$ cat src/rtl/beta_decode_stage.sv
// ---------------------------------------------------------------------------
// beta_decode_stage
//
// Registered RV32I instruction decode stage. Fetched instructions arrive on a
// valid/ready handshake and are decoded into register indices, a control-unit
// micro-ROM address and a sign-extended immediate. The results go into a
// small output queue (1 or 2 entries) that feeds the control unit / execute
// stage. Legality of funct7/funct3 is checked, and accepted illegal
// instructions are counted in a saturating counter.
//
// Parameters:
//   XLEN      instruction / PC / immediate width (>= 32)
//   OUT_DEPTH output queue entries, 1 or 2
//   M_EXT     1 = OP-major funct7=0x01 (RV32M) is legal
//   CNT_W     illegal-instruction counter width
//
// Ports:
//   clk_i          clock, rising edge
//   rst_i          asynchronous reset, active-high
//   flush_i        empty the queue and drop this cycle's input
//   valid_i        instr_i / pc_i valid
//   ready_o        stage can accept (queue not full)
//   instr_i        instruction word
//   pc_i           instruction address
//   valid_o        head entry valid
//   ready_i        consumer accepts head
//   pc_o           PC of head entry
//   rs1_o/rs2_o/rd_o  register indices of head entry
//   imm_o          sign-extended immediate
//   fmt_o          0=R 1=I 2=S 3=B 4=U 5=J 6=SYS 7=NONE
//   cu_addr_o      micro-ROM address (9'h1FF for illegal entries)
//   cu_subaddr_o   {instr[29:28], instr[22:20]}
//   illegal_o      head entry is illegal
//   illegal_cnt_o  accepted illegal instructions, saturating
// ---------------------------------------------------------------------------
module beta_decode_stage #(
  parameter int XLEN      = 32,
  parameter int OUT_DEPTH = 2,
  parameter int M_EXT     = 0,
  parameter int CNT_W     = 16
) (
  input  logic             clk_i,
  input  logic             rst_i,
  input  logic             flush_i,
  input  logic             valid_i,
  output logic             ready_o,
  input  logic [XLEN-1:0]  instr_i,
  input  logic [XLEN-1:0]  pc_i,
  output logic             valid_o,
  input  logic             ready_i,
  output logic [XLEN-1:0]  pc_o,
  output logic [4:0]       rs1_o,
  output logic [4:0]       rs2_o,
  output logic [4:0]       rd_o,
  output logic [XLEN-1:0]  imm_o,
  output logic [2:0]       fmt_o,
  output logic [8:0]       cu_addr_o,
  output logic [4:0]       cu_subaddr_o,
  output logic             illegal_o,
  output logic [CNT_W-1:0] illegal_cnt_o
);

  // Major opcodes, instr[6:2]
  localparam logic [4:0] OPC_LOAD     = 5'b00000;
  localparam logic [4:0] OPC_MISC_MEM = 5'b00011;
  localparam logic [4:0] OPC_OP_IMM   = 5'b00100;
  localparam logic [4:0] OPC_AUIPC    = 5'b00101;
  localparam logic [4:0] OPC_STORE    = 5'b01000;
  localparam logic [4:0] OPC_OP       = 5'b01100;
  localparam logic [4:0] OPC_LUI      = 5'b01101;
  localparam logic [4:0] OPC_BRANCH   = 5'b11000;
  localparam logic [4:0] OPC_JALR     = 5'b11001;
  localparam logic [4:0] OPC_JAL      = 5'b11011;
  localparam logic [4:0] OPC_SYSTEM   = 5'b11100;

  localparam logic [8:0] CU_ILLEGAL = 9'h1FF;
  localparam logic [1:0] DEPTH      = 2'(OUT_DEPTH);
  localparam bit         M_ALLOWED  = (M_EXT != 0);

  typedef enum logic [2:0] {
    FMT_R    = 3'd0,
    FMT_I    = 3'd1,
    FMT_S    = 3'd2,
    FMT_B    = 3'd3,
    FMT_U    = 3'd4,
    FMT_J    = 3'd5,
    FMT_SYS  = 3'd6,
    FMT_NONE = 3'd7
  } fmt_e;

  typedef struct packed {
    logic [XLEN-1:0] pc;
    logic [4:0]      rs1;
    logic [4:0]      rs2;
    logic [4:0]      rd;
    logic [XLEN-1:0] imm;
    fmt_e            fmt;
    logic [8:0]      cu_addr;
    logic [4:0]      cu_subaddr;
    logic            illegal;
  } entry_t;

  // -------------------------------------------------------------------------
  // Decode of the incoming instruction
  // -------------------------------------------------------------------------
  logic [4:0] op;
  logic [2:0] funct3;
  logic [6:0] funct7;

  assign op     = instr_i[6:2];
  assign funct3 = instr_i[14:12];
  assign funct7 = instr_i[31:25];

  logic [31:0] imm_i_fmt, imm_s_fmt, imm_b_fmt, imm_u_fmt, imm_j_fmt;

  assign imm_i_fmt = {{20{instr_i[31]}}, instr_i[31:20]};
  assign imm_s_fmt = {{20{instr_i[31]}}, instr_i[31:25], instr_i[11:7]};
  assign imm_b_fmt = {{19{instr_i[31]}}, instr_i[31], instr_i[7],
                      instr_i[30:25], instr_i[11:8], 1'b0};
  assign imm_u_fmt = {instr_i[31:12], 12'b0};
  assign imm_j_fmt = {{11{instr_i[31]}}, instr_i[31], instr_i[19:12],
                      instr_i[20], instr_i[30:21], 1'b0};

  logic                   op_known;
  logic                   fields_ok;
  logic                   f3_forced_zero;
  logic                   alt_bit;
  logic                   dec_illegal;
  fmt_e                   dec_fmt;
  logic [31:0]            dec_imm32;
  logic signed [XLEN-1:0] dec_imm_ext;
  entry_t                 dec;

  // NOTE: every signal driven here gets a default first, so no path through
  // the case statement can leave one unassigned and infer a latch.
  always_comb begin
    op_known       = 1'b1;
    fields_ok      = 1'b1;
    f3_forced_zero = 1'b0;
    alt_bit        = 1'b0;
    dec_fmt        = FMT_NONE;
    dec_imm32      = 32'd0;

    case (op)
      OPC_OP: begin
        dec_fmt   = FMT_R;
        alt_bit   = funct7[5];
        fields_ok = (funct7 == 7'h00)
                  || ((funct7 == 7'h20) && ((funct3 == 3'd0) || (funct3 == 3'd5)))
                  || ((funct7 == 7'h01) && M_ALLOWED);
      end
      OPC_OP_IMM: begin
        dec_fmt   = FMT_I;
        dec_imm32 = imm_i_fmt;
        if (funct3 == 3'd1) begin
          fields_ok = (funct7 == 7'h00);
        end else if (funct3 == 3'd5) begin
          // Shift-right: funct7[5] selects arithmetic vs logical
          alt_bit   = funct7[5];
          fields_ok = (funct7 == 7'h00) || (funct7 == 7'h20);
        end
      end
      OPC_LOAD: begin
        dec_fmt   = FMT_I;
        dec_imm32 = imm_i_fmt;
      end
      OPC_JALR: begin
        dec_fmt        = FMT_I;
        dec_imm32      = imm_i_fmt;
        f3_forced_zero = 1'b1;
        fields_ok      = (funct3 == 3'd0);
      end
      OPC_STORE: begin
        dec_fmt   = FMT_S;
        dec_imm32 = imm_s_fmt;
      end
      OPC_BRANCH: begin
        dec_fmt   = FMT_B;
        dec_imm32 = imm_b_fmt;
        fields_ok = (funct3 != 3'd2) && (funct3 != 3'd3);
      end
      OPC_LUI, OPC_AUIPC: begin
        dec_fmt        = FMT_U;
        dec_imm32      = imm_u_fmt;
        f3_forced_zero = 1'b1;
      end
      OPC_JAL: begin
        dec_fmt        = FMT_J;
        dec_imm32      = imm_j_fmt;
        f3_forced_zero = 1'b1;
      end
      OPC_SYSTEM: begin
        dec_fmt   = FMT_SYS;
        dec_imm32 = imm_i_fmt;
      end
      OPC_MISC_MEM: begin
        dec_fmt = FMT_NONE;
      end
      default: begin
        op_known = 1'b0;
      end
    endcase

    dec_illegal = (instr_i[1:0] != 2'b11) || !op_known || !fields_ok;

    // Signed source widens with sign extension when XLEN > 32
    dec_imm_ext = $signed(dec_imm32);

    dec            = '0;
    dec.pc         = pc_i;
    dec.rs1        = instr_i[19:15];
    dec.rs2        = instr_i[24:20];
    dec.rd         = instr_i[11:7];
    dec.cu_subaddr = {instr_i[29:28], instr_i[22:20]};
    dec.illegal    = dec_illegal;
    if (dec_illegal) begin
      dec.cu_addr = CU_ILLEGAL;
      dec.fmt     = FMT_NONE;
      dec.imm     = '0;
    end else begin
      dec.cu_addr = {op, (f3_forced_zero ? 3'd0 : funct3), alt_bit};
      dec.fmt     = dec_fmt;
      dec.imm     = dec_imm_ext;
    end
  end

  // -------------------------------------------------------------------------
  // Output queue
  // -------------------------------------------------------------------------
  entry_t            mem [OUT_DEPTH];
  logic              rd_ptr;
  logic              wr_ptr;
  logic [1:0]        count;
  logic [CNT_W-1:0]  ill_cnt;
  logic              push;
  logic              pop;

  function automatic logic ptr_next(input logic p);
    return (OUT_DEPTH == 1) ? 1'b0 : ~p;
  endfunction

  // Ready depends only on registered count; ready_i never reaches ready_o,
  // so a full queue cannot push even while it is popping.
  assign ready_o = (count < DEPTH);
  assign valid_o = (count != 2'd0);
  assign push    = valid_i && ready_o && !flush_i;
  assign pop     = valid_o && ready_i && !flush_i;

  // NOTE: all state uses non-blocking assignments so every register samples
  // the pre-edge values regardless of statement order.
  always_ff @(posedge clk_i or posedge rst_i) begin
    if (rst_i) begin
      count   <= 2'd0;
      rd_ptr  <= 1'b0;
      wr_ptr  <= 1'b0;
      ill_cnt <= '0;
      // NOTE: the queue storage is reset because the data outputs are
      // required to read zero after reset; it is only two entries deep.
      for (int i = 0; i < OUT_DEPTH; i++) begin
        mem[i] <= '0;
      end
    end else if (flush_i) begin
      // Counter intentionally untouched: the dropped input was never accepted
      count  <= 2'd0;
      rd_ptr <= 1'b0;
      wr_ptr <= 1'b0;
    end else begin
      if (push) begin
        mem[wr_ptr] <= dec;
        wr_ptr      <= ptr_next(wr_ptr);
        if (dec.illegal && !(&ill_cnt)) begin
          ill_cnt <= ill_cnt + 1'b1;
        end
      end
      if (pop) begin
        rd_ptr <= ptr_next(rd_ptr);
      end
      count <= count + {1'b0, push} - {1'b0, pop};
    end
  end

  // Head entry drives the outputs; pushes write the tail, so the head stays
  // stable while the consumer stalls.
  entry_t head;
  assign head = mem[rd_ptr];

  assign pc_o          = head.pc;
  assign rs1_o         = head.rs1;
  assign rs2_o         = head.rs2;
  assign rd_o          = head.rd;
  assign imm_o         = head.imm;
  assign fmt_o         = head.fmt;
  assign cu_addr_o     = head.cu_addr;
  assign cu_subaddr_o  = head.cu_subaddr;
  assign illegal_o     = head.illegal;
  assign illegal_cnt_o = ill_cnt;

endmodule

$ cat config.mk
export PLATFORM = sky130hd
export DESIGN_NAME = beta_decode_stage
export DESIGN_NICKNAME = d
export VERILOG_FILES = /design/src/rtl/beta_decode_stage.sv
export SDC_FILE = /design/constraint.sdc
export NUM_CORES = 1
export LEC_CHECK = 0
export ABC_CLOCK_PERIOD_IN_PS = 7200
export BUFFER_PORTS_ARGS = -buffer_cell sky130_fd_sc_hd__buf_2
export CORE_ASPECT_RATIO = 0.8
export CORE_MARGIN = 4
export CORE_UTILIZATION = 56
export CTS_CLUSTER_DIAMETER = 120
export CTS_CLUSTER_SIZE = 25
export DETAILED_ROUTE_END_ITERATION = 8
export PLACE_DENSITY = 0.79
export SKIP_CTS_REPAIR_TIMING = 1
export SLEW_MARGIN = 5
export SYNTH_ARGS = -nofsm -noshare
export SYNTH_HDL_FRONTEND = slang
export SYNTH_SLANG_ARGS = --single-unit
$ cat constraint.sdc
create_clock -name clk_i -period 7.2 [get_ports clk_i]
set_input_delay 0.36 -clock clk_i [delete_from_list [all_inputs] [get_ports clk_i]]
set_output_delay 0.36 -clock clk_i [all_outputs]
set_load 0.01 [all_outputs]
After elaboration in Yosys (flattened, before gate mapping)
Cells that the tools add are included.
W data, S select, Z words.

cells by class
  add/subtract/negate cells = 3
  magnitude comparators = 4
  bitwise gates (word level) = 5
  reduce and logical (&&, ||, !) cells = 31
  eq/ne operators = 16
  multiplexer cells = 23

operators with widths
  kind                     count
  $mux W97                 4
  $bwmux W194              1
  $pmux W32 S5             1
  $demux W97 S1            1
  $mux W44                 1
  $pmux W3 S7              1
  $eq A5 B5 Y1 const B     4
  $add A16 B1 Y16 const B  1
  $reduce_and A16 Y1       1
  $eq A5 B4 Y1 const B     3
  $reduce_or A11 Y1        1
  $eq A5 B3 Y1 const B     2
  $mux W1                  10
  $logic_and A1 B1 Y1      8
  $reduce_or A4 Y1         2
  $eq A7 B6 Y1 const B     1
  $logic_not A7 Y1         1
  $ne A3 B2 Y1 const B     2
  $reduce_bool A2 Y1       3
  $eq A5 B2 Y1 const B     1
  $logic_not A5 Y1         1
  $logic_or A1 B1 Y1       5
  $ge A2 B2 Y1 const B     2
  $logic_not A1 Y1         4
  other kinds (18)         21

storage, ports and cells
  logic and storage cells = 104
  bits in registers = 214
  output and inout port bits = 115
  input port bits = 69

Logic depth before layout (Yosys ltp)
Gate-level depths: netlist (run 1).

  word-level depth = 9
  depth in mapped cells = 9
  depth with buffers taken out = 8

Least setup slack after synthesis (run 1)
No wires, ideal clock.

  path kind = flip-flop to output port
  start = register rd_ptr
  end = output port rs2_o[0]
  stages on the path, launching flop included = 6
  buffers on the path = 4
  data required time = 6.840 ns
  slack = 5.154 ns
  data arrival time = 1.686 ns
  cell sequence = dfrtp_1 > clkbuf_1 > buf_1 > clkbuf_1 > mux2_2 > buf_4

on the way
  longest elaborated chain between the ends = 4

RTL lines
  what                                         RTL line  source
  start: declaration                           231       logic rd_ptr;
  start signal: assignment                     276       rd_ptr <= ptr_next(rd_ptr);
  $not A1 Y2 (implied by the code)             285       assign head = mem[rd_ptr];
  $mux W97 (implied by the code) (3 in a row)  285
  end: declaration                             53        output logic [4:0] rs2_o,

Every way passes these cells. The select of a mux whose other input is x is not followed.

Final worst setup path (run 1)
  start = input port instr_i[28]
  end = register mem[49] (netlist name)

on the way
  longest elaborated chain between the ends = 9
  elaborated cells on any way between the ends = 12
  classes of those cells = eq/ne: 1; mux: 5; reduce/logical: 6

RTL lines
  what                                              RTL line  source
  start: declaration                                47        input logic [XLEN-1:0] instr_i,
  $eq A7 B6 Y1 or $logic_not A7 Y1 (tied branches)  n/a
  $logic_or A1 B1 Y1                                160       fields_ok = (funct7 == 7'h00) || (funct7 == 7'h20);
  $mux W1                                           157       end else if (funct3 == 3'd5) begin
  $mux W1                                           155       if (funct3 == 3'd1) begin
  $pmux W1 S4 (*)                                   144       case (op)
  $logic_not A1 Y1 (*)                              204       dec_illegal = (instr_i[1:0] != 2'b11) || !op_known || !fields_ok;
  $logic_or A1 B1 Y1 (*)                            204
  $mux W44 (*)                                      216       if (dec_illegal) begin
  $bwmux W194 (*)                                   269       mem[wr_ptr] <= dec;
  end signal: indexed assignment                    260       mem[i] <= '0;
  end signal: indexed assignment                    269
  end: declaration                                  230       entry_t mem [OUT_DEPTH];

Mark *: on every way between the ends. The rest lies on a longest branch, timed or not.
A chain may end at the register's enable or synchronous reset.

==> results of run 1 <==
## power by group
| group | switching, mW | internal (mW) | leakage [nW] | total (mW) |
|---|---|---|---|---|
| clock network | 0.377 | 0.333 | 0.171 | 0.710 |
| logic | 0.493 | 0.381 | 2.74 | 0.873 |
| registers | 0.161 | 1.43 | 2.62 | 1.60 |
| total | 1.03 | 2.15 | 5.53 | 3.18 |
## layout by cell type, fill, tap and decap left out, drive strengths merged, types with 3 or more instances in the layout
cell    count
a21oi      51
a22o       14
a22oi       6
a31oi       3
and2        4
and3       11
and4        6
buf       189
clkbuf     14
dfrtp     208
ha          3
inv        13
mux2       95
nand2     356
nand2b      3
nand3       6
nand4       9
nor2       45
nor2b       5
nor4        4
o21a        3
o21ai      57
xnor2      17
xor2        4
## kinds of logic after synthesis
group                      after synthesis
muxes                                   95
xor gates and xnor gates                21
AOI/OAI and AO/OA                      144
adders and majority gates                3
buffers and inverters                   77
DFF                                    208
and+or+nand+nor                        460
## worst reg2reg max path, cell delays in order, from the launching register on
cell and delay (ns):
dfrtp_1 0.43, nor2b_1 0.18, nor2b_1 0.38, nand2b_4 0.62
nor2_1 1.03, a21oi_1 0.17
## layout make-up
class	count	area, um^2	share of cell area [%]
Tap cell	220	275.3	2.503
Clock inverter	1	20.02	0.1821
Clock buffer	14	329.1	2.993
Multi-Input combinational cell	723	4149	37.73
Sequential cell	208	5209	47.37
Inverter	12	52.55	0.4779
Timing Repair Buffer	189	960.9	8.739
## synth_stat cells, types with 2 or more instances
| cell type | n |
|---|---|
| a21oi_1 | 51 |
| nand3b_1 | 2 |
| buf_6 | 2 |
| a32o_1 | 2 |
| nor2_1 | 45 |
| o21ai_2 | 20 |
| clkbuf_1 | 43 |
| nand3_1 | 6 |
| xnor2_1 | 17 |
| nor4_4 | 2 |
| nand2_1 | 356 |
| buf_2 | 10 |
| and4_1 | 6 |
| nand2b_1 | 3 |
| mux2_2 | 95 |
| xor2_1 | 4 |
| and3_1 | 11 |
| dfrtp_1 | 208 |
| nor3_1 | 2 |
| buf_1 | 6 |
| nor2b_1 | 5 |
| nand4_1 | 9 |
| or3_1 | 2 |
| buf_4 | 4 |
| o21ai_0 | 17 |
| or2_2 | 2 |
| o21a_1 | 3 |
| o21ai_1 | 20 |
| ha_1 | 3 |
| a22oi_1 | 6 |
| inv_1 | 12 |
| a31oi_1 | 3 |
| a22o_1 | 14 |
| and2_1 | 4 |
## worst paths after layout
kind	startpoint	endpoint	slack [ns]	cells after the start
max	instr_i[28]	mem[49]	3.98	7
min	rst_i	mem[6]	0.07	2
max reg2reg	count[1]	mem[103]	4.26	5
min reg2reg	mem[191]	mem[191]	0.48	2
max in group asynchronous	rst_i	rd_ptr	5.61	3
min in group clk_i	pc_i[15]	mem[80]	0.09	3
## registers in the layout (all words and copies together) (netlist names)
signal         count
rd_ptr             1
mem              188
wr_ptr             1
illegal_cnt_o     16
count              2
## per-layer routing
layer / part of all wire (%) / vias to the layer above / routed length, um / track usage, %
met4: 1.7 / 2 / 399 / 4.413
met1: 44 / 3699 / 10570 / 36.62
li1: - / 3623 / - / -
met3: 8.2 / 30 / 1954 / 5.423
met5: 0.084 / - / 20 / 0
met2: 46 / 256 / 10880 / 37.41
## through the flow
step	setup slack (ns)	utilization, %
2_1_floorplan	1.159	-
3_3_place_gp	3.663	63.51
3_5_place_dp	3.502	63.51
4_1_cts	3.998	65.59
5_1_grt	3.710	65.59
6_report	3.979	65.59
==> flow_metrics.env, run 1 <==
export IMPL_die_width_um=154.9
export IMPL_stdcell_area_um2=11000
export IMPL_rsz0062_at_grt="no"
export IMPL_max_stage_delay_ns=1.18
export IMPL_instances_no_fill=1367
export IMPL_grt_max_degree=135
export IMPL_min_period_over_period_pct=44.73
export IMPL_worst_setup_path_end_kind="register"
export IMPL_slowest_stage="nor2_1"
export IMPL_gp_congestion=0.8250
export IMPL_cts_htree_levels=1
export IMPL_fin_total_pwr_mw=3.179
export IMPL_rows=42
export IMPL_max_slew_margin_rel_pct=23.68
export IMPL_synth_cells=1008
export IMPL_die_area_um2=19440
export IMPL_placed_cells=1352
export IMPL_setup_viol=0
export IMPL_n_fill_cell=1362
export IMPL_leakagePower_nw=5.533
export IMPL_placed_cell_area_um2=10650
export IMPL_routed_wl_um=23820
export IMPL_die_h_um=125.5
export IMPL_path_class="in2reg"
export IMPL_tns_ns=0
export IMPL_nets=1218
export IMPL_clkLatencyLatePin_ns=0.47
export IMPL_vias=7610
export IMPL_boundaryPins=184
export IMPL_status="finished clean"
export IMPL_antenna_found_initial=2
export IMPL_hold_ws_ns=0.06820
export IMPL_antenna_cells=0
export IMPL_ys_seq_area_share_pct=53.84
export IMPL_synth_nets=1080
export IMPL_routedWlPerCell_um=17.43
export IMPL_synthMuxAreaShare_pct=11.07
export IMPL_syn_cell_area_um2=9667
export IMPL_start_util_pct=57.67
export IMPL_drc=0
export IMPL_hpwl_um=15420
export IMPL_yosys_area_top_type="dfrtp_1"
export IMPL_cts_root_buf="clkbuf_16"
export IMPL_drt_initial_drc_count=656
export IMPL_detail_route_antenna_nets=0
export IMPL_synth_compound_area_share_pct=9.449
export IMPL_port_buffers=183
export IMPL_synthAdderAreaFrac_pct=0.3883
export IMPL_yosys_warnings=0
export IMPL_cp_cell_sequence="buf_2 > nor4_2 > a31oi_1 > o32ai_1 > nand4_1 > nor2_1 > a32o_1"
export IMPL_drv_cap=0
export IMPL_fmax_ghz=0.3105
export IMPL_fin_skew_ns=0.03192
export IMPL_timing_final_crit_period_ns=3.221
export IMPL_grt_pass1_vias=7586
export IMPL_async_flop_share_pct=100.0
export IMPL_critical_path_required_ns=7.61
export IMPL_clkTransAtPathRegs_ns=0.10
export IMPL_synth_ff_type="dfrtp_1"
export IMPL_synth_enable_flop_cells=0
export IMPL_clockBufferDepth=3
export IMPL_synth_area_leaders="dfrtp_1, nand2_1, mux2_2, a21oi_1, o21ai_2"
export IMPL_area_growth_syn_to_layout_pct=13.75
export IMPL_drive_gt1_share_pct=28.77
export IMPL_synth_top_area_share_pct=53.84
export IMPL_synth_seq_cells=208
export IMPL_yosys_area_share_simple_pct=19.92
export IMPL_synth_distinct_cells=47
export IMPL_powerDensity_nw_per_um2=289.1
export IMPL_worst_path_buf_inv=1
export IMPL_cts_sinks=208
export IMPL_grt_total_usage_pct=24.47
export IMPL_synth_top_family_by_area="simple AND/OR/NAND/NOR gates"
export IMPL_vdd_drop_max_uv=212.4
export IMPL_crit_family="simple AND/OR/NAND/NOR gates"
export IMPL_firstDrtPassIters=5
export IMPL_grt_pass1_wl_um=39430
export IMPL_cp_max_fo=21
export IMPL_cts_tree="built"
export IMPL_start_kind="input pin"
export IMPL_slew_violations=0
export IMPL_viasPerCell=5.567
export IMPL_cts_buffers=12
export IMPL_grt_remaining_overflow=0
export IMPL_synth_xor_area_share_pct=1.903
export IMPL_hold_path_class="in2async"
export IMPL_worst_pin_slew_ns=1.139
export IMPL_syn_avg_cell_area_um2=9.590
export IMPL_hold_violations=0
export IMPL_cp_arrival_ns=3.64
export IMPL_core_area_um2=16760
Note: power is estimated with default switching activity, not from simulation.
==> run 2: changes to the inputs <==
--- a/config.mk
+++ b/config.mk
@@ -5,7 +5,7 @@
 export SDC_FILE = /design/constraint.sdc
 export NUM_CORES = 1
 export LEC_CHECK = 0
-export ABC_CLOCK_PERIOD_IN_PS = 7200
+export ABC_CLOCK_PERIOD_IN_PS = 3360
 export BUFFER_PORTS_ARGS = -buffer_cell sky130_fd_sc_hd__buf_2
 export CORE_ASPECT_RATIO = 0.8
 export CORE_MARGIN = 4
==> constraint.sdc (replaced) <==
create_clock -name clk_i -period 3.36 [get_ports clk_i]
set_input_delay 0.168 -clock clk_i [delete_from_list [all_inputs] [get_ports clk_i]]
set_output_delay 0.168 -clock clk_i [all_outputs]
set_load 0.01 [all_outputs]
==> flow_metrics.env, run 2 (same netlist as run 1, synthesis figures left out) <==
export IMPL_power_frac_comb_pct=28.0
export IMPL_critical_path_cell_count=8
export IMPL_area_growth_syn_to_layout_pct=20.80
export IMPL_grt_remaining_overflow=0
export IMPL_boundaryPins=184
export IMPL_antenna_cells=0
export IMPL_drc=0
export IMPL_powerDensity_nw_per_um2=592.9
export IMPL_leakagePower_nw=5.825
export IMPL_die_area_um2=19440
export IMPL_firstDrtPassIters=5
export IMPL_regMostFlops="mem"
export IMPL_path_class="in2reg"
export IMPL_vdd_drop_max_uv=381.3
export IMPL_final_cell_mix="nand2_1, dfrtp_1, buf_2, mux2_2, dlygate4sd3_1"
export IMPL_grt_pass1_wl_um=39470
export IMPL_share_seq_of_total_power_pct=49.8
export IMPL_antenna_found_initial=2
export IMPL_cts_root_buf="clkbuf_16"
export IMPL_die_h_um=125.5
export IMPL_min_period_over_period_pct=84.97
export IMPL_crit_start="instr_i[28]"
export IMPL_tns_ns=0
export IMPL_routedWlPerCell_um=17.65
export IMPL_timing_rr_start="count[1]"
export IMPL_cp_max_fo=25
export IMPL_max_stage_delay_ns=0.87
export IMPL_max_slew_margin_rel_pct=33.76
export IMPL_slew_violations=0
export IMPL_clkLatencyLatePin_ns=0.47
export IMPL_hold_violations=0
export IMPL_detail_route_antenna_nets=0
export IMPL_critical_path_required_ns=3.73
export IMPL_cp_cell_sequence="dlygate4sd3_1 > buf_2 > nor4_2 > a31oi_1 > o32ai_1 > nand4_1 > or3_1 > o21ai_0"
export IMPL_hold_start="instr_i[20]"
export IMPL_intPower_mw=4.670
export IMPL_hpwl_um=16360
export IMPL_cts_buffers=12
export IMPL_rows=42
export IMPL_crit_family="simple AND/OR/NAND/NOR gates"
export IMPL_die_width_um=154.9
export IMPL_reg2reg_depth=7
export IMPL_vias=7927
export IMPL_routed_wl_um=25280
export IMPL_fin_total_pwr_mw=6.924
export IMPL_p_switching_mw=2.254
export IMPL_slowest_stage="or3_1"
export IMPL_viasPerCell=5.536
export IMPL_grt_total_usage_pct=24.58
export IMPL_gp_congestion=0.8899
export IMPL_final_common_cell="nand2_1"
export IMPL_cp_arrival_ns=3.23
export IMPL_r2r_end="mem[48]"
export IMPL_crit_path_end="mem[141]"
export IMPL_clockBufferDepth=3
export IMPL_pwr_share_clk_pct=22.2
export IMPL_setup_viol=0
export IMPL_place_ws_ns=0.6097
export IMPL_status="finished clean"
export IMPL_nets=1283
export IMPL_port_buffers=183
export IMPL_drv_cap=0
export IMPL_core_area_um2=16760
export IMPL_fin_skew_ns=0.02018
export IMPL_worst_setup_path_end_kind="register"
export IMPL_cts_htree_levels=1
export IMPL_drt_initial_drc_count=724
export IMPL_worst_pin_slew_ns=0.9937
export IMPL_cts_tree="built"
export IMPL_cts_sinks=208
export IMPL_grt_pass1_vias=7600
export IMPL_start_kind="input pin"
export IMPL_n_fill_cell=1263
export IMPL_drive_gt1_share_pct=28.14
export IMPL_grt_max_degree=82
export IMPL_fmax_ghz=0.3503
export IMPL_clkTransAtPathRegs_ns=0.10
export IMPL_rrSetupSlack_ns=0.96
export IMPL_swShare_pct=32.56
export IMPL_timing_final_crit_period_ns=2.855
export IMPL_worst_path_buf_inv=2
export IMPL_rsz0062_at_grt="no"
export IMPL_setup_ws_ns=0.5051
export IMPL_largest_reg_flops=188
export IMPL_start_util_pct=57.67
export IMPL_hold_path_class="in2reg"
[run 2: changes by cell type in the layout (fill, tap and decap cells not counted)]
cell           previous run  this run
inv_8                     1         0
clkinvlp_4                0         1
buf_12                    0         5
dlygate4sd3_1             0        54
buf_4                     6        12
[run 2: worst min-delay path by stage]
| stage | endpoint | slack [ns] | depth (start not counted) |
|---|---|---|---|
| 2_1_floorplan | count[0] | 0.23 | 1 |
| 3_3_place_gp | mem[145] | 0.27 | 2 |
| 3_5_place_dp | mem[145] | 0.27 | 2 |
| 4_1_cts | mem[115] | -0.23 | 2 |
| 5_1_grt | mem[152] | 0.02 | 3 |
| 6_report | mem[55] | 0.01 | 3 |
[run 2: layout make-up]
class / count / area, um^2 / area share [%]
tap: 220 / 275.3 / 2.357
sequential: 208 / 5209 / 44.61
multi-input combinational: 723 / 4149 / 35.53
inverter: 12 / 48.80 / 0.4179
clock inverter: 1 / 20.02 / 0.1714
timing repair buffer: 254 / 1647 / 14.10
clock buffer: 14 / 329.1 / 2.818
[run 2: layer usage]
| layer | global-route usage [%] | vias up | part of all wire [%] |
|---|---|---|---|
| met5 | 0 | - | 0.032 |
| met4 | 3.842 | 2 | 1.1 |
| met3 | 5.078 | 21 | 7.6 |
| met2 | 37.95 | 319 | 47 |
| met1 | 36.99 | 3844 | 45 |
| li1 | - | 3741 | - |
[run 2: stage by stage]
step / cells / util, % / hold slack (ns) / instance area [um^2]
after floorplan: 1008 / - / 0.2336 / 9671
after global placement: 1363 / 64.35 / 0.2693 / 10790
after CTS: 1378 / 66.44 / -0.2305 / 11140
final: 1432 / 69.66 / 0.01323 / 11680
after detailed placement: 1363 / 64.35 / 0.2750 / 10790
after global routing: 1432 / 69.66 / 0.02061 / 11680
[run 2: power groups by stage]
stage | clock [mW] | sequential, mW | combinational, mW
3_3_place_gp | 0 | 3.45 | 1.84
6_report | 1.54 | 3.45 | 1.94
2_1_floorplan | 0 | 3.36 | 1.29
4_1_cts | 1.57 | 3.44 | 1.89
3_5_place_dp | 0 | 3.48 | 1.89
5_1_grt | 1.66 | 3.52 | 2.15
[run 2: worst min-delay path: cells and delay by family]
| family | cells | cell delay, ns |
|---|---|---|
| buffers and inverters | 1 | 0.16 |
| AND/OR/NAND/NOR | 2 | 0.11 |
